--- src/rtl/regfile_read_unit_if.sv ---
// Bus bundle for regfile_read_unit: writeback write port, decode read-request
// handshake and buffered operand response handshake.
interface regfile_read_unit_if #(
  parameter int DATA_WIDTH = 32,
  parameter int ADDR_WIDTH = 5
);
  logic                  WriteEn;
  logic [ADDR_WIDTH-1:0] WriteAddr;
  logic [DATA_WIDTH-1:0] WriteData;

  logic                  ReqValid;
  logic                  ReqReady;
  logic [ADDR_WIDTH-1:0] ReqAddrA;
  logic [ADDR_WIDTH-1:0] ReqAddrB;

  logic                  RespValid;
  logic                  RespReady;
  logic [DATA_WIDTH-1:0] RespDataA;
  logic [DATA_WIDTH-1:0] RespDataB;

  modport master (
    output WriteEn, WriteAddr, WriteData,
    output ReqValid, ReqAddrA, ReqAddrB,
    output RespReady,
    input  ReqReady, RespValid, RespDataA, RespDataB
  );

  modport slave (
    input  WriteEn, WriteAddr, WriteData,
    input  ReqValid, ReqAddrA, ReqAddrB,
    input  RespReady,
    output ReqReady, RespValid, RespDataA, RespDataB
  );
endinterface

--- src/rtl/regfile_read_unit.sv ---
// Register array with one write port, dual-operand reads with same-cycle write
// bypass, and a two-entry response FIFO so a stalled consumer keeps its operands.
module regfile_read_unit #(
  parameter int DATA_WIDTH = 32,
  parameter int ADDR_WIDTH = 5,
  parameter int FIFO_DEPTH = 2
) (
  input logic                 Clk,
  input logic                 Reset,
  regfile_read_unit_if.slave  bus
);
  localparam int         NUM_REGS = 1 << ADDR_WIDTH;
  localparam logic [1:0] DEPTH_L  = 2'(FIFO_DEPTH);

  typedef enum logic [1:0] {
    EMPTY = 2'd0,
    ONE   = 2'd1,
    FULL  = 2'd2
  } occ_e;

  occ_e                  r_state;
  occ_e                  w_state_next;
  logic                  r_run;
  logic [DATA_WIDTH-1:0] r_regs   [NUM_REGS];
  logic [DATA_WIDTH-1:0] r_slot_a [2];
  logic [DATA_WIDTH-1:0] r_slot_b [2];

  logic                  w_push;
  logic                  w_pop;
  logic [1:0]            w_count;
  logic [DATA_WIDTH-1:0] w_rd_a;
  logic [DATA_WIDTH-1:0] w_rd_b;

  function automatic logic [DATA_WIDTH-1:0] f_operand(
    input logic [ADDR_WIDTH-1:0] addr,
    input logic                  we,
    input logic [ADDR_WIDTH-1:0] waddr,
    input logic [DATA_WIDTH-1:0] wdata,
    input logic [DATA_WIDTH-1:0] entry
  );
    logic [DATA_WIDTH-1:0] v;
    if (addr == '0)
      v = '0;
    else if (we && (waddr == addr))
      v = wdata;
    else
      v = entry;
    return v;
  endfunction

  // r_run holds ReqReady low until the first edge after reset release
  always_comb begin
    w_count       = r_state;
    bus.ReqReady  = r_run && (w_count < DEPTH_L);
    bus.RespValid = (r_state != EMPTY);
    bus.RespDataA = bus.RespValid ? r_slot_a[0] : '0;
    bus.RespDataB = bus.RespValid ? r_slot_b[0] : '0;
    w_push        = bus.ReqValid && bus.ReqReady;
    w_pop         = bus.RespValid && bus.RespReady;
    w_rd_a        = f_operand(bus.ReqAddrA, bus.WriteEn, bus.WriteAddr,
                              bus.WriteData, r_regs[bus.ReqAddrA]);
    w_rd_b        = f_operand(bus.ReqAddrB, bus.WriteEn, bus.WriteAddr,
                              bus.WriteData, r_regs[bus.ReqAddrB]);
  end

  always_comb begin
    w_state_next = r_state;
    unique case ({w_push, w_pop})
      2'b10: begin
        if (r_state == EMPTY)    w_state_next = ONE;
        else if (r_state == ONE) w_state_next = FULL;
      end
      2'b01: begin
        if (r_state == FULL)     w_state_next = ONE;
        else if (r_state == ONE) w_state_next = EMPTY;
      end
      default: w_state_next = r_state;
    endcase
  end

  always_ff @(posedge Clk or negedge Reset) begin
    if (!Reset) begin
      r_state <= EMPTY;
      r_run   <= 1'b0;
    end else begin
      r_state <= w_state_next;
      r_run   <= 1'b1;
    end
  end

  always_ff @(posedge Clk or negedge Reset) begin
    if (!Reset) begin
      for (int unsigned i = 0; i < NUM_REGS; i++)
        r_regs[i] <= '0;
    end else if (bus.WriteEn && (bus.WriteAddr != '0)) begin
      r_regs[bus.WriteAddr] <= bus.WriteData;
    end
  end

  // Slot 0 is always the head; push+pop is only possible with one entry
  // queued, in which case the new entry replaces the departing head.
  always_ff @(posedge Clk or negedge Reset) begin
    if (!Reset) begin
      for (int unsigned i = 0; i < 2; i++) begin
        r_slot_a[i] <= '0;
        r_slot_b[i] <= '0;
      end
    end else begin
      if (w_push && ((r_state == EMPTY) || ((r_state == ONE) && w_pop))) begin
        r_slot_a[0] <= w_rd_a;
        r_slot_b[0] <= w_rd_b;
      end else if (w_pop) begin
        r_slot_a[0] <= r_slot_a[1];
        r_slot_b[0] <= r_slot_b[1];
      end
      if (w_push && (r_state == ONE) && !w_pop) begin
        r_slot_a[1] <= w_rd_a;
        r_slot_b[1] <= w_rd_b;
      end
    end
  end
endmodule

--- src/flat_wrapper.sv ---
// flat-port wrapper written by rule: the top's interface ports become plain ports
module regfile_read_unit_flat 
#(
  parameter int DATA_WIDTH = 32,
  parameter int ADDR_WIDTH = 5,
  parameter int FIFO_DEPTH = 2
)
  (Clk, Reset, bus_WriteEn, bus_WriteAddr, bus_WriteData, bus_ReqValid, bus_ReqAddrA, bus_ReqAddrB, bus_RespReady, bus_ReqReady, bus_RespValid, bus_RespDataA, bus_RespDataB);
  regfile_read_unit_if #(.DATA_WIDTH(DATA_WIDTH), .ADDR_WIDTH(ADDR_WIDTH)) bus_i ();
  input logic Clk;
  input logic Reset;
  input wire logic [$bits(bus_i.WriteEn)-1:0] bus_WriteEn;
  input wire logic [$bits(bus_i.WriteAddr)-1:0] bus_WriteAddr;
  input wire logic [$bits(bus_i.WriteData)-1:0] bus_WriteData;
  input wire logic [$bits(bus_i.ReqValid)-1:0] bus_ReqValid;
  input wire logic [$bits(bus_i.ReqAddrA)-1:0] bus_ReqAddrA;
  input wire logic [$bits(bus_i.ReqAddrB)-1:0] bus_ReqAddrB;
  input wire logic [$bits(bus_i.RespReady)-1:0] bus_RespReady;
  output wire logic [$bits(bus_i.ReqReady)-1:0] bus_ReqReady;
  output wire logic [$bits(bus_i.RespValid)-1:0] bus_RespValid;
  output wire logic [$bits(bus_i.RespDataA)-1:0] bus_RespDataA;
  output wire logic [$bits(bus_i.RespDataB)-1:0] bus_RespDataB;
  assign bus_i.WriteEn = bus_WriteEn;
  assign bus_i.WriteAddr = bus_WriteAddr;
  assign bus_i.WriteData = bus_WriteData;
  assign bus_i.ReqValid = bus_ReqValid;
  assign bus_i.ReqAddrA = bus_ReqAddrA;
  assign bus_i.ReqAddrB = bus_ReqAddrB;
  assign bus_i.RespReady = bus_RespReady;
  assign bus_ReqReady = bus_i.ReqReady;
  assign bus_RespValid = bus_i.RespValid;
  assign bus_RespDataA = bus_i.RespDataA;
  assign bus_RespDataB = bus_i.RespDataB;
  regfile_read_unit #(.DATA_WIDTH(DATA_WIDTH), .ADDR_WIDTH(ADDR_WIDTH), .FIFO_DEPTH(FIFO_DEPTH)) u_core (.Clk(Clk), .Reset(Reset), .bus(bus_i));
endmodule
--- config.mk ---
export PLATFORM = sky130hd
export DESIGN_NAME = regfile_read_unit_flat
export DESIGN_NICKNAME = d
export VERILOG_FILES = /design/src/rtl/regfile_read_unit_if.sv /design/src/rtl/regfile_read_unit.sv /design/src/flat_wrapper.sv
export SDC_FILE = /design/constraint.sdc
export NUM_CORES = 2
export LEC_CHECK = 0
export CORE_MARGIN = 10
export CORE_UTILIZATION = 50
export DETAILED_ROUTE_END_ITERATION = 7
export GPL_TIMING_DRIVEN = 0
export PLACE_DENSITY = 0.66
export SLEW_MARGIN = 30
export SYNTH_ARGS = -nofsm -noshare
export SYNTH_HDL_FRONTEND = slang
export SYNTH_SLANG_ARGS = --single-unit
--- constraint.sdc ---
create_clock -name Clk -period 4.04 [get_ports Clk]
set_input_delay 0.808 -clock Clk [delete_from_list [all_inputs] [get_ports Clk]]
set_output_delay 0.808 -clock Clk [all_outputs]
set_load 0.05 [all_outputs]
Yosys cells after proc, flatten, opt, wreduce, memory -nomap -nowiden
Index checks and enable logic that the tools add are counted.
Cells by class
  divide/modulo/power cells: 0
  reduce and logical (&&, ||, !) cells: 21
  muxes and demuxes: 24
  order comparisons: 5
  bitwise gates (word level): 3
  shift operators: 0
  $mul: 0
  $add $sub $neg: 0
  equal/unequal tests: 8
Operator list (count)
  bitwise mux 1024 bit: 1
  2-to-1 mux 32 bit: 15
  binary-select mux 32 bit (select 5 bit): 2
  demux 32 bit (select 5 bit): 1
  greater-or-equal comparator 6 bit (second input constant): 3
  inverter 5 -> 6 bit: 3
  logical AND 1 bit: 11
  equality test 5 bit: 2
  zero test 5 bit: 2
  2-to-1 mux 2 bit: 4
  less-than comparator 6 x 1 -> 1 bit (second input constant): 1
  != test 3 x 1 -> 1 bit (second input constant): 2
  nonzero test 2 bit: 3
  nonzero test 5 bit: 1
  equality test 2 x 1 -> 1 bit (second input constant): 2
  equality test 2 bit (second input constant): 2
  one-hot mux 2 bit (2 select lines): 1
  AND reduction 3 bit: 1
  zero test 2 bit: 1
  less-than comparator 2 bit (second input constant): 1
  zero test 1 bit: 1
  logical OR 1 bit: 1
Word-level totals
  latch bits: 0
  memory bits (writable): 0
  input bits: 52
  memories: 0
  word-level logic and storage cells: 99
  flip-flop bits (word level): 1155
  ROM bits: 0

Depth between registers and ports, before layout
  depth after elaboration: 7
  gate-level depth with buffers: 11
  depth with buffers taken out: 9

Worst setup path before layout
OpenSTA, ideal clock, no wires.
  path type: input port to flip-flop
  start: in bus_ReqAddrB[1]
  end: reg u_core.r_slot_b[20] (netlist name)
  path slack: 1.065 ns
  path buffers: 4
  arrival time: 2.849 ns
  data required time: 3.914 ns
  stages on the path: 9
  path through: buf_2 -> buf_2 -> buf_2 -> buf_2 -> mux4_2 -> mux2_2 -> o22ai_1 -> nor3_1 -> a221o_1
Between the ends
  cells in the longest elaborated chain, start to end: 6
RTL lines
  start, declared: RTL line flat_wrapper.sv:17  | input wire logic [$bits(bus_i.ReqAddrB)-1:0] bus_ReqAddrB;
  inverter 5 -> 6 bit (not written as such): RTL line regfile_read_unit.sv:63  | bus.WriteData, r_regs[bus.ReqAddrB]);
  binary-select mux 32 bit (select 5 bit): RTL line regfile_read_unit.sv:63
  2-to-1 mux 32 bit (not written as such) (2 in a row): RTL line regfile_read_unit.sv:63
  2-to-1 mux 32 bit: RTL line regfile_read_unit.sv:44  | else if (we && (waddr == addr))
  2-to-1 mux 32 bit *: RTL line regfile_read_unit.sv:42  | if (addr == '0)
  end, declared: RTL line regfile_read_unit.sv:26  | logic [DATA_WIDTH-1:0] r_slot_b [2];
Every way passes the cells marked *; elsewhere a longest branch is shown, timed or not. The select of a mux whose other input is x is not followed.
A chain may end at the register's enable or synchronous reset.

Worst setup path after layout
  start: in bus_ReqAddrB[2]
  end: reg u_core.r_slot_b[44] (netlist name)
Between the ends
  cells in the longest elaborated chain, start to end: 7
RTL lines
  inverter 5 -> 6 bit (not written as such): RTL line regfile_read_unit.sv:63
  binary-select mux 32 bit (select 5 bit): RTL line regfile_read_unit.sv:63
  2-to-1 mux 32 bit (not written as such) (2 in a row): RTL line regfile_read_unit.sv:63
  2-to-1 mux 32 bit: RTL line regfile_read_unit.sv:44
  2-to-1 mux 32 bit *: RTL line regfile_read_unit.sv:42
  2-to-1 mux 32 bit *: RTL line regfile_read_unit.sv:109  | if (w_push && ((r_state == EMPTY) || ((r_state == ONE) && w_pop))) begin
Marks and branches as above.

==> results.sh <==
export IMPL_status="finished with violations"
export IMPL_violations="design-rule violations, negative hold slack, negative setup slack"
export IMPL_yosys_area_top_type="dfrtp_1"
export IMPL_synth_edf_count=0
export IMPL_switching_share_pct=33.6
export IMPL_cts_hold_buffers_added=0
export IMPL_rsz0062_at_grt="false"
export IMPL_grt_pass1_vias=46600
export IMPL_numCtsBuffers=132
export IMPL_grt_max_degree=125
export IMPL_holdWs_ns=-0.00325
export IMPL_p_switching_mw=13.0
export IMPL_ys_warn_count=0
export IMPL_clk_pin_slew_ns=0.06
export IMPL_gp_congestion=1.09
export IMPL_worstSetupStartpointType="input port"
export IMPL_synth_cell_types=54
export IMPL_antenna_found_initial=29
export IMPL_synth_net_count=4574
export IMPL_syn_avg_cell_area_um2=13.6
export IMPL_rr_endpoint="u_core.r_slot_a[63]"
export IMPL_root_buffer="clkbuf_16"
export IMPL_grt_ovfl_total=0
export IMPL_cts_setup_buffers=0
export IMPL_finalCritPeriodShare_pct=105
export IMPL_remaining_drc_errors=39
export IMPL_crit_fanout=11
export IMPL_worstPathRequired_ns=4.65
export IMPL_htreeDepth=4
export IMPL_ant_nets=0
export IMPL_critPathTopFamily="buffers and inverters"
export IMPL_ys_async_sr_fraction_pct=100
export IMPL_ir_drop_mv=0.474
export IMPL_power_internal_mw=25.7
export IMPL_p_per_area_nw_per_um2=556
export IMPL_ys_seq_area_share_pct=47.2
export IMPL_final_util_pct=57.3
export IMPL_p_seq_share_pct=41.6
export IMPL_p_comb_share_pct=26.9
export IMPL_die_y_um=370
export IMPL_drt_first_iter_violations=8239
export IMPL_synthFlopType="dfrtp_1"
export IMPL_drv_slew=0
export IMPL_crit_buf_inv=5
export IMPL_hold_viol_final=1
export IMPL_die_area_um2=137000
export IMPL_mappedNetlistArea_um2=61300
export IMPL_min_period_ns=4.24
export IMPL_ff2ff_setup_slack_ns=0.19
export IMPL_critical_path_slowest_cell="buf_2"
export IMPL_relSlewSlack_pct=21.7
export IMPL_hpwlAfterDp_um=193000
export IMPL_cp_arrival_ns=4.85
export IMPL_fmax_mhz=236
export IMPL_cpPeakStageDelay_ns=0.82
export IMPL_drive_above_1_share_pct=40.2
export IMPL_cts_tree="yes"
export IMPL_path_cells="buf_2 -> buf_2 -> buf_2 -> buf_2 -> buf_2 -> mux2i_1 -> nand3_1 -> o211ai_1 -> o21ai_0"
export IMPL_finalWorstSetupSlack_ns=-0.201
export IMPL_max_cap_violations=0
export IMPL_core_area_um2=122000
export IMPL_vias=48900
export IMPL_io_buffers=106
export IMPL_leakage_nw=30.9
export IMPL_final_cells=6535
export IMPL_initial_core_util_pct=50.3
export IMPL_ys_top_cells_by_count="dfrtp_1 (1155), mux2_2 (1031), mux2i_1 (378)"
export IMPL_setup_viol=15
export IMPL_worstSetupPathType="input port to flop"
export IMPL_min_path_type="input port to asynchronous set/reset pin"
export IMPL_grt_use_total_pct=41.3
export IMPL_first_pass_iters=8
export IMPL_finClkSkew_ns=0.0273
export IMPL_clkPwrFrac_pct=31.5
export IMPL_synthesis_instances=4517
export IMPL_synth_top_area_share_pct=47.2
export IMPL_cp_end_kind="flop"
export IMPL_crit_top_cell="buf_2"
export IMPL_worstMarginPinSlew_ns=1.17
export IMPL_ff2ff_path_depth=6
export IMPL_totalWireLength_um=289000
export IMPL_rows=128
export IMPL_reg2reg_from="u_core.r_state[1]"
export IMPL_die_width_um=370
export IMPL_fin_setup_tns_ns=-0.940
export IMPL_nNetsFinal=4845
export IMPL_cts_sinks=1155
export IMPL_synth_area_leaders="dfrtp_1 (47%), mux2_2 (19%), mux4_2 (13%), mux2i_1 (6.2%), a22oi_1 (2.2%)"
export IMPL_clock_latency_ns=0.78
export IMPL_wl_per_cell_um=44.2
export IMPL_dp_cells=6278
export IMPL_cts_max_path_buffers=3
export IMPL_yosysMostFrequentCell="dfrtp_1"
export IMPL_viasPerCell=7.48
export IMPL_grt_first_pass_wirelength_um=388000
export IMPL_dp_worst_setup_slack_ns=-0.895
export IMPL_ios=118
export IMPL_syn2layout_area_growth_pct=13.8
export IMPL_ys_ff_latch=1155
[cells by family after synthesis]
family	share of synthesized area, %
xor gates and xnor gates	0.143
adders and majority gates	0.102
buffers and inverters	3.49
DFF	47.2
other	0.00612
AOI/OAI and AO/OA	7.14
and+or+nand+nor	3.45
muxes	38.5
[repair_timing]
action                     4_1_cts  5_1_grt
setup endpoints to repair       68       65
gates resized for setup         55       23
gates cloned                     0        0
[power groups by stage]
stage	combinational, mW	sequential (mW)	clock [mW]
after detailed placement	10.1	16.1	0
after global routing	10.8	16.3	12.6
after global placement	9.77	16.2	0
after floorplan	6.81	15.3	0
final	10.4	16.1	12.2
after CTS	10.1	16.0	12.1
[per-stage QoR]
| step | total power, mW | cell area (um2) |
|---|---|---|
| finish | 38.8 | 69700 |
| global route | 39.7 | 69700 |
| CTS | 38.2 | 69600 |
| detailed placement | 26.3 | 65300 |
| global placement | 25.9 | 64400 |
| floorplan | 22.2 | 61300 |
[area by class of cell]
type,instances,area [um2]
timing repair buffer,138,1740
buffer,493,2380
inverter,8,30.0
clock buffer,189,3850
multi-input combinational,2860,30300
sequential,1155,28900
clock inverter,39,430
antenna,28,70.1
fill,10000,52000
tap,1625,2030
[placed cells by master, fill, tap and decap left out, types with 9 or more instances in the layout]
cell / netlist / layout
mux2i_1: 378 / 378
buf_16: 0 / 21
buf_6: 4 / 9
mux4_2: 362 / 362
a221oi_1: 11 / 11
clkbuf_16: 0 / 137
nor2b_1: 90 / 87
diode_2: 0 / 28
a21boi_0: 20 / 20
nor2_1: 49 / 48
o21a_1: 9 / 9
o211ai_1: 20 / 20
o221a_2: 12 / 12
o22ai_1: 44 / 44
o31ai_1: 27 / 27
clkbuf_1: 310 / 208
a21oi_1: 138 / 138
dlygate4sd2_1: 0 / 30
nand3_1: 32 / 32
a221o_1: 25 / 25
clkbuf_4: 0 / 10
nand2_1: 176 / 176
mux2_2: 1031 / 1031
clkbuf_8: 0 / 24
buf_2: 87 / 135
nor3_1: 16 / 16
dfrtp_1: 1155 / 1155
a211oi_1: 32 / 31
and2_1: 27 / 27
a21o_1: 9 / 9
clkinv_2: 0 / 16
clkbuf_2: 0 / 128
o221ai_1: 18 / 17
o21ai_0: 67 / 59
buf_4: 30 / 33
clkdlybuf4s50_1: 0 / 63
a22oi_1: 181 / 181
nor4_1: 13 / 11
[layer usage]
metal  GRT usage (%)  share of wire, %
met5            1.89              0.22
met4            29.7               9.0
met3            22.6                16
met1            49.6                35
met2            55.3                40
[sequential cells by signal (all words and copies together) (netlist names)]
register         count
u_core.r_slot_b     64
u_core.r_run         1
u_core.r_state       2
u_core.r_regs     1024
u_core.r_slot_a     64
[worst max path at each step]
stage	startpoint	endpoint	slack, ns	cells past startpoint
after floorplan	bus_ReqAddrB[1]	u_core.r_slot_b[20]	1.07	9
after global placement	Reset	u_core.r_regs[629]	-51.12	1
after detailed placement	bus_ReqAddrA[0]	u_core.r_slot_a[17]	-0.89	12
after CTS	u_core.r_state[1]	u_core.r_slot_a[15]	0.004	11
after global routing	u_core.r_state[1]	bus_RespDataB[30]	0.004	6
final	bus_ReqAddrB[2]	u_core.r_slot_b[44]	-0.20	9
Power figures use the tool's default switching activity.
